===== config.mk =====
export PLATFORM = sky130hd
export DESIGN_NAME = mem_access_stage
export DESIGN_NICKNAME = d
export VERILOG_FILES = /design/src/rtl/mem_access_stage.sv
export SDC_FILE = /design/constraint.sdc
export NUM_CORES = 1
export LEC_CHECK = 0
export CAP_MARGIN = 20
export CORE_ASPECT_RATIO = 1.2
export CORE_MARGIN = 2
export CORE_UTILIZATION = 38
export CTS_CLUSTER_SIZE = 25
export DETAILED_ROUTE_END_ITERATION = 8
export GPL_TIMING_DRIVEN = 0
export HOLD_SLACK_MARGIN = 0.08
export PLACE_DENSITY_LB_ADDON = 0.08
export SLEW_MARGIN = 20
export SYNTH_ARGS = -nofsm -noshare
export SYNTH_HDL_FRONTEND = slang
export SYNTH_SLANG_ARGS = --single-unit

===== constraint.sdc =====
create_clock -name clk -period 1.7 [get_ports clk]
set_input_delay 0.34 -clock clk [delete_from_list [all_inputs] [get_ports clk]]
set_output_delay 0.34 -clock clk [all_outputs]
set_load 0.1 [all_outputs]

===== src/rtl/mem_access_stage.sv =====
// Memory-access stage: one AXI4-Lite read or write per load/store, load-data formatting, W handshake.
// Optional MISALIGN_CHECK_EN faults misaligned half/word accesses without touching the bus.
module mem_access_stage #(
  parameter int unsigned ADDR_W = 32
) (
  input  logic              clk,
  input  logic              rst,
  input  logic              s_valid,
  output logic              s_ready,
  input  logic              mvalid,
  input  logic              mwen,
  input  logic [7:0]        mwmask,
  input  logic [2:0]        mrtype,
  input  logic [ADDR_W-1:0] addr,
  input  logic [31:0]       wdata_in,
  output logic              m_valid,
  input  logic              m_ready,
  output logic [31:0]       memdata,
  output logic              fault,
  output logic [ADDR_W-1:0] araddr,
  output logic              arvalid,
  input  logic              arready,
  input  logic [31:0]       rdata,
  input  logic [1:0]        rresp,
  input  logic              rvalid,
  output logic              rready,
  output logic [ADDR_W-1:0] awaddr,
  output logic              awvalid,
  input  logic              awready,
  output logic [31:0]       wdata,
  output logic [3:0]        wstrb,
  output logic              wvalid,
  input  logic              wready,
  input  logic [1:0]        bresp,
  input  logic              bvalid,
  output logic              bready
);

  typedef enum logic [2:0] {StIdle, StRaddr, StRdata, StWreq, StWresp, StDone} state_e;

  state_e              r_state;
  logic [ADDR_W-1:0]   r_addr;
  logic [3:0]          r_mwmask;
  logic [2:0]          r_mrtype;
  logic [31:0]         r_wdata_in;
  logic                r_arvalid, r_rready, r_awvalid, r_wvalid, r_bready, r_m_valid, r_fault;
  logic [31:0]         r_memdata;

  logic                w_xfer;
  logic                w_misalign;
  logic                w_unused_mask;
  logic [31:0]         w_rshift;
  logic [31:0]         w_ldata;
  logic                w_aw_done, w_w_done;

  assign w_xfer        = s_valid && (r_state == StIdle);
  assign w_unused_mask = ^mwmask[7:4];

`ifdef MISALIGN_CHECK_EN
  logic w_half, w_word;
  always_comb begin
    w_half = 1'b0;
    w_word = 1'b0;
    if (mwen) begin
      w_half = (mwmask[3:0] == 4'h3);
      w_word = (mwmask[3:0] == 4'hF);
    end else begin
      w_half = (mrtype == 3'd1) || (mrtype == 3'd5);
      w_word = !((mrtype == 3'd0) || (mrtype == 3'd4) || w_half);
    end
  end
  assign w_misalign = mvalid && ((w_half && addr[0]) || (w_word && (addr[1:0] != 2'b00)));
`else
  assign w_misalign = 1'b0;
`endif

  // Load data is taken from the word shifted down by the byte offset, then extended.
  assign w_rshift = rdata >> {r_addr[1:0], 3'b000};
  always_comb begin
    w_ldata = w_rshift;
    case (r_mrtype)
      3'd0:    w_ldata = {{24{w_rshift[7]}}, w_rshift[7:0]};
      3'd1:    w_ldata = {{16{w_rshift[15]}}, w_rshift[15:0]};
      3'd4:    w_ldata = {24'd0, w_rshift[7:0]};
      3'd5:    w_ldata = {16'd0, w_rshift[15:0]};
      default: w_ldata = w_rshift;
    endcase
  end

  assign w_aw_done = !r_awvalid || awready;
  assign w_w_done  = !r_wvalid || wready;

  always_ff @(posedge clk) begin
    if (rst) begin
      r_state    <= StIdle;
      r_addr     <= '0;
      r_mwmask   <= '0;
      r_mrtype   <= '0;
      r_wdata_in <= '0;
      r_arvalid  <= 1'b0;
      r_rready   <= 1'b0;
      r_awvalid  <= 1'b0;
      r_wvalid   <= 1'b0;
      r_bready   <= 1'b0;
      r_m_valid  <= 1'b0;
      r_fault    <= 1'b0;
      r_memdata  <= '0;
    end else begin
      case (r_state)
        StIdle: begin
          if (w_xfer) begin
            r_addr     <= addr;
            r_mwmask   <= mwmask[3:0];
            r_mrtype   <= mrtype;
            r_wdata_in <= wdata_in;
            r_memdata  <= '0;
            r_fault    <= 1'b0;
            if (!mvalid || w_misalign) begin
              r_state   <= StDone;
              r_m_valid <= 1'b1;
              r_fault   <= w_misalign;
            end else if (mwen) begin
              r_state   <= StWreq;
              r_awvalid <= 1'b1;
              r_wvalid  <= 1'b1;
            end else begin
              r_state   <= StRaddr;
              r_arvalid <= 1'b1;
            end
          end
        end
        StRaddr: begin
          if (arready) begin
            r_arvalid <= 1'b0;
            r_rready  <= 1'b1;
            r_state   <= StRdata;
          end
        end
        StRdata: begin
          if (rvalid) begin
            r_rready  <= 1'b0;
            r_memdata <= w_ldata;
            r_fault   <= (rresp != 2'b00);
            r_m_valid <= 1'b1;
            r_state   <= StDone;
          end
        end
        StWreq: begin
          // The two channels complete independently; move on once both have.
          if (awready) r_awvalid <= 1'b0;
          if (wready)  r_wvalid  <= 1'b0;
          if (w_aw_done && w_w_done) begin
            r_bready <= 1'b1;
            r_state  <= StWresp;
          end
        end
        StWresp: begin
          if (bvalid) begin
            r_bready  <= 1'b0;
            r_memdata <= '0;
            r_fault   <= (bresp != 2'b00);
            r_m_valid <= 1'b1;
            r_state   <= StDone;
          end
        end
        StDone: begin
          if (m_ready) begin
            r_m_valid <= 1'b0;
            r_state   <= StIdle;
          end
        end
        default: r_state <= StIdle;
      endcase
    end
  end

  assign s_ready = (r_state == StIdle);
  assign m_valid = r_m_valid;
  assign memdata = r_memdata;
  assign fault   = r_fault;
  assign araddr  = {r_addr[ADDR_W-1:2], 2'b00};
  assign arvalid = r_arvalid;
  assign rready  = r_rready;
  assign awaddr  = {r_addr[ADDR_W-1:2], 2'b00};
  assign awvalid = r_awvalid;
  assign wdata   = r_wdata_in << {r_addr[1:0], 3'b000};
  assign wstrb   = r_mwmask << r_addr[1:0];
  assign wvalid  = r_wvalid;
  assign bready  = r_bready;

endmodule

==> impl_metrics.yaml <==
synth:
  yosys.area_share.adder: 0
  synthXorXnorAreaFrac: 0
  synth_area_leader_cell: "dfxtp_1"
  synth_area_leaders: "dfxtp_1 40%, nand2_1 11%, a21oi_1 9.1%, buf_4 8.4%, mux2i_1 5.8%"
  ys_ff_latch: 113
  synthArstFlopShare: 0
  synth_edf_count: 0
  muxShareOfSynthArea: 0.08359
  ys.flop_type: "dfxtp_1"
  synth.avg_cell_area_sq_um: 7.965
  netlist_instances: 716
  synthDominantCellAreaShare: 0.3967
  ys_warn_count: 0
  synth_compound_area_frac: 0.1885
  syn_area_sq_um: 5703
  seq_area_frac_synth: 0.3967
  ys_types: 46
  yosys.area_share.simple: 0.1979
  synth_top_family_by_area: "simple AND/OR/NAND/NOR gates"
global_route:
  grt_pass1_wl_mm: 33.06
  antenna_found_initial: 0
  grt.overflow.total: 0
  grt_start_max_net_pins: 17
  grt_pass1_vias: 6245
  track_usage: 0.2657
timing:
  rsz0062_at_grt: "yes"
  whs_ns: 0.4506
  min_period_ns: 2.048
  worst_slew_pin_slew_ns: 0.6382
  finalClockSkew_ns: 0.004952
  slew_violations: 0
  layout_setup_ws_ns: -0.3484
  max_clock_freq_mhz: 488.2
  max_slew_margin: 0.5745
  hold_viol: 0
  setup_viol: 61
  fin_crit_sh: 1.205
place:
  routabilityCongestion: 0.7767
  dpl.hpwl_mm: 14.60
  port_buffers: 252
critical_path:
  worstPathMaxFanout: 5
  crit_buf_inv: 4
  crit_chain: "buf_12, clkbuf_16, buf_12, mux2i_4, nor2_4, buf_12"
  slowest_stage: "dfxtp_4"
  path_class: "reg -> out"
  cp.required_ns: 1.36
  critPathArrivalTime_ns: 1.71
  max_stage_delay_ns: 0.36
  endpoint_kind: "output port"
  path_delay_family: "buffers and inverters"
  critPathLaunchType: "register"
  cpMostUsedCell: "buf_12"
drt:
  wire_per_inst_um: 17.59
  antenna_left: 0
  via_count: 6237
  wl_mm: 21.71
  routed_via_density: 5.054
  first_pass_iters: 7
  drt_iter0_markers: 338
  route.detailed.drc: 0
finish:
  drive_gt1_frac: 0.4000
  mostFrequentLayoutCell: "nand2_1"
  fillers: 1177
  syn2layout_area_growth_pct: 85.76
  seq_area_sq_um: 2278
  n_antenna_cell: 0
  layout_common_cells: "168 x nand2_1, 116 x clkdlybuf4s50_1, 106 x dfxtp_1"
  nNetsFinal: 1139
  multi_input_area_sq_um: 3466
power:
  power.density_nw_per_um2: 1777
  total_power_w: 0.01882
  swShare: 0.4894
  p_leak_nw: 4.271
  p_clk_frac: 0.204
  ir_worst_vdd_mv: 1.170
  intPower_w: 0.009609
  power_frac_comb: 0.601
  power_switching_w: 0.009211
  seqPwrFrac: 0.195
clocking:
  cts_tree: "done"
  cts_hold_buf: 0
  cts-htree-levels: 4
  cts_made_buffers: 17
  cts_buffer_depth: 2
  clock_sinks: 113
  clk_pin_slew_ns: 0.05
  clkLatencyLatePin_ns: 0.41
  cts_root_buf: "clkbuf_16"
min_path:
  hold_class: "reg -> reg"
flow_run:
  cap_violations: 0
outcome:
  status: "finished with violations"
  violations: "setup timing"
floorplan:
  boundaryPins: 262
  rows: 49
  coreArea_sq_um: 14840
  fp.dieH_um: 138.2
  die-area_sq_um: 16010
  initial_core_util: 0.3844
  die_x_um: 115.8
## cell type report
cell class,instances,share of cell area
sequential,113,0.2151
buffer,113,0.09531
tap,204,0.02409
multi-input combinational,483,0.3272
clock inverter,11,0.01488
inverter,6,0.002126
timing repair buffer,283,0.2760
clock buffer,21,0.04535
## path summary, 6_finish.rpt
kind / startpoint / to / slack, ns / cells past startpoint
worst max-delay path: r_addr[0]$_SDFFE_PP0P_ / wdata[15] / -0.35 / 6
worst min-delay path: memdata[13]$_SDFFE_PP0P_ / memdata[13]$_SDFFE_PP0P_ / 0.45 / 2
worst max register to register: r_addr[1]$_SDFFE_PP0P_ / memdata[16]$_SDFFE_PP0P_ / -0.21 / 7
worst min register to register: memdata[13]$_SDFFE_PP0P_ / memdata[13]$_SDFFE_PP0P_ / 0.45 / 2
## power by group through the flow
stage	clock network (W)	registers [W]	logic [W]
floorplan	0	0.00410	0.00711
global placement	0	0.00355	0.00986
detailed placement	0	0.00355	0.00989
CTS	0.00389	0.00359	0.0110
global route	0.00401	0.00373	0.0118
finish	0.00384	0.00367	0.0113
## metal layers
layer  global-route usage  wire length, um  vias to the layer above
met2               0.4651            11210                      255
met3              0.07058             1675                       42
met5                    0                0                        -
met1               0.3031             8252                     2965
li1                     -                -                     2975
met4               0.1065              565                        0
## flip-flops by register name, summed over array words and instances (netlist names)
register    flops
r_mrtype        3
arvalid         1
m_valid         1
memdata        32
r_wdata_in     32
rready          1
fault           1
bready          1
r_addr         32
r_state         3
wvalid          1
r_mwmask        4
awvalid         1
## worst register-to-register path, delay by kind of cell (launching register included)
kind	cells	cell delay, ns
buf+inv	3	0.41
flops	1	0.40
compound gates	1	0.27
mux	1	0.54
simple gates	2	0.20
## metrics by stage
step	TNS [ns]	setup slack, ns	area [sq um]	utilization	std cells
global placement	-99.34	-1.359	8986	0.6057	1175
finish	-13.59	-0.3484	10590	0.7140	1234
global route	-16.58	-0.3936	10590	0.7140	1234
floorplan	-28.15	-0.3646	6208	-	719
detailed placement	-101.50	-1.378	8986	0.6057	1175
CTS	-15.04	-0.4086	10390	0.7000	1233
## cell usage after synthesis, drive strengths merged (5+ instances only)
cell,count
o21ai,37
mux2,9
dfxtp,113
a21oi,104
a221o,16
buf,95
and2,9
a211oi,9
mux2i,33
nand2,172
nor2b,17
inv,6
nor2,25
clkbuf,22
nor3,5
nand3b,9
## timing repair
action                                  4_1_cts  5_1_grt
pin swaps                                    18       15
resized for setup                           845       68
cloned                                        4        1
buffers inserted                             23        3
endpoints found under the setup margin      239      106
## logic make-up after synthesis
logic type             after synthesis
AOI/OAI and AO/OA                  182
buffers and inverters              123
DFF                                113
muxes                               44
other                                1
and+or+nand+nor                    253
Power figures use the tool's default switching activity.
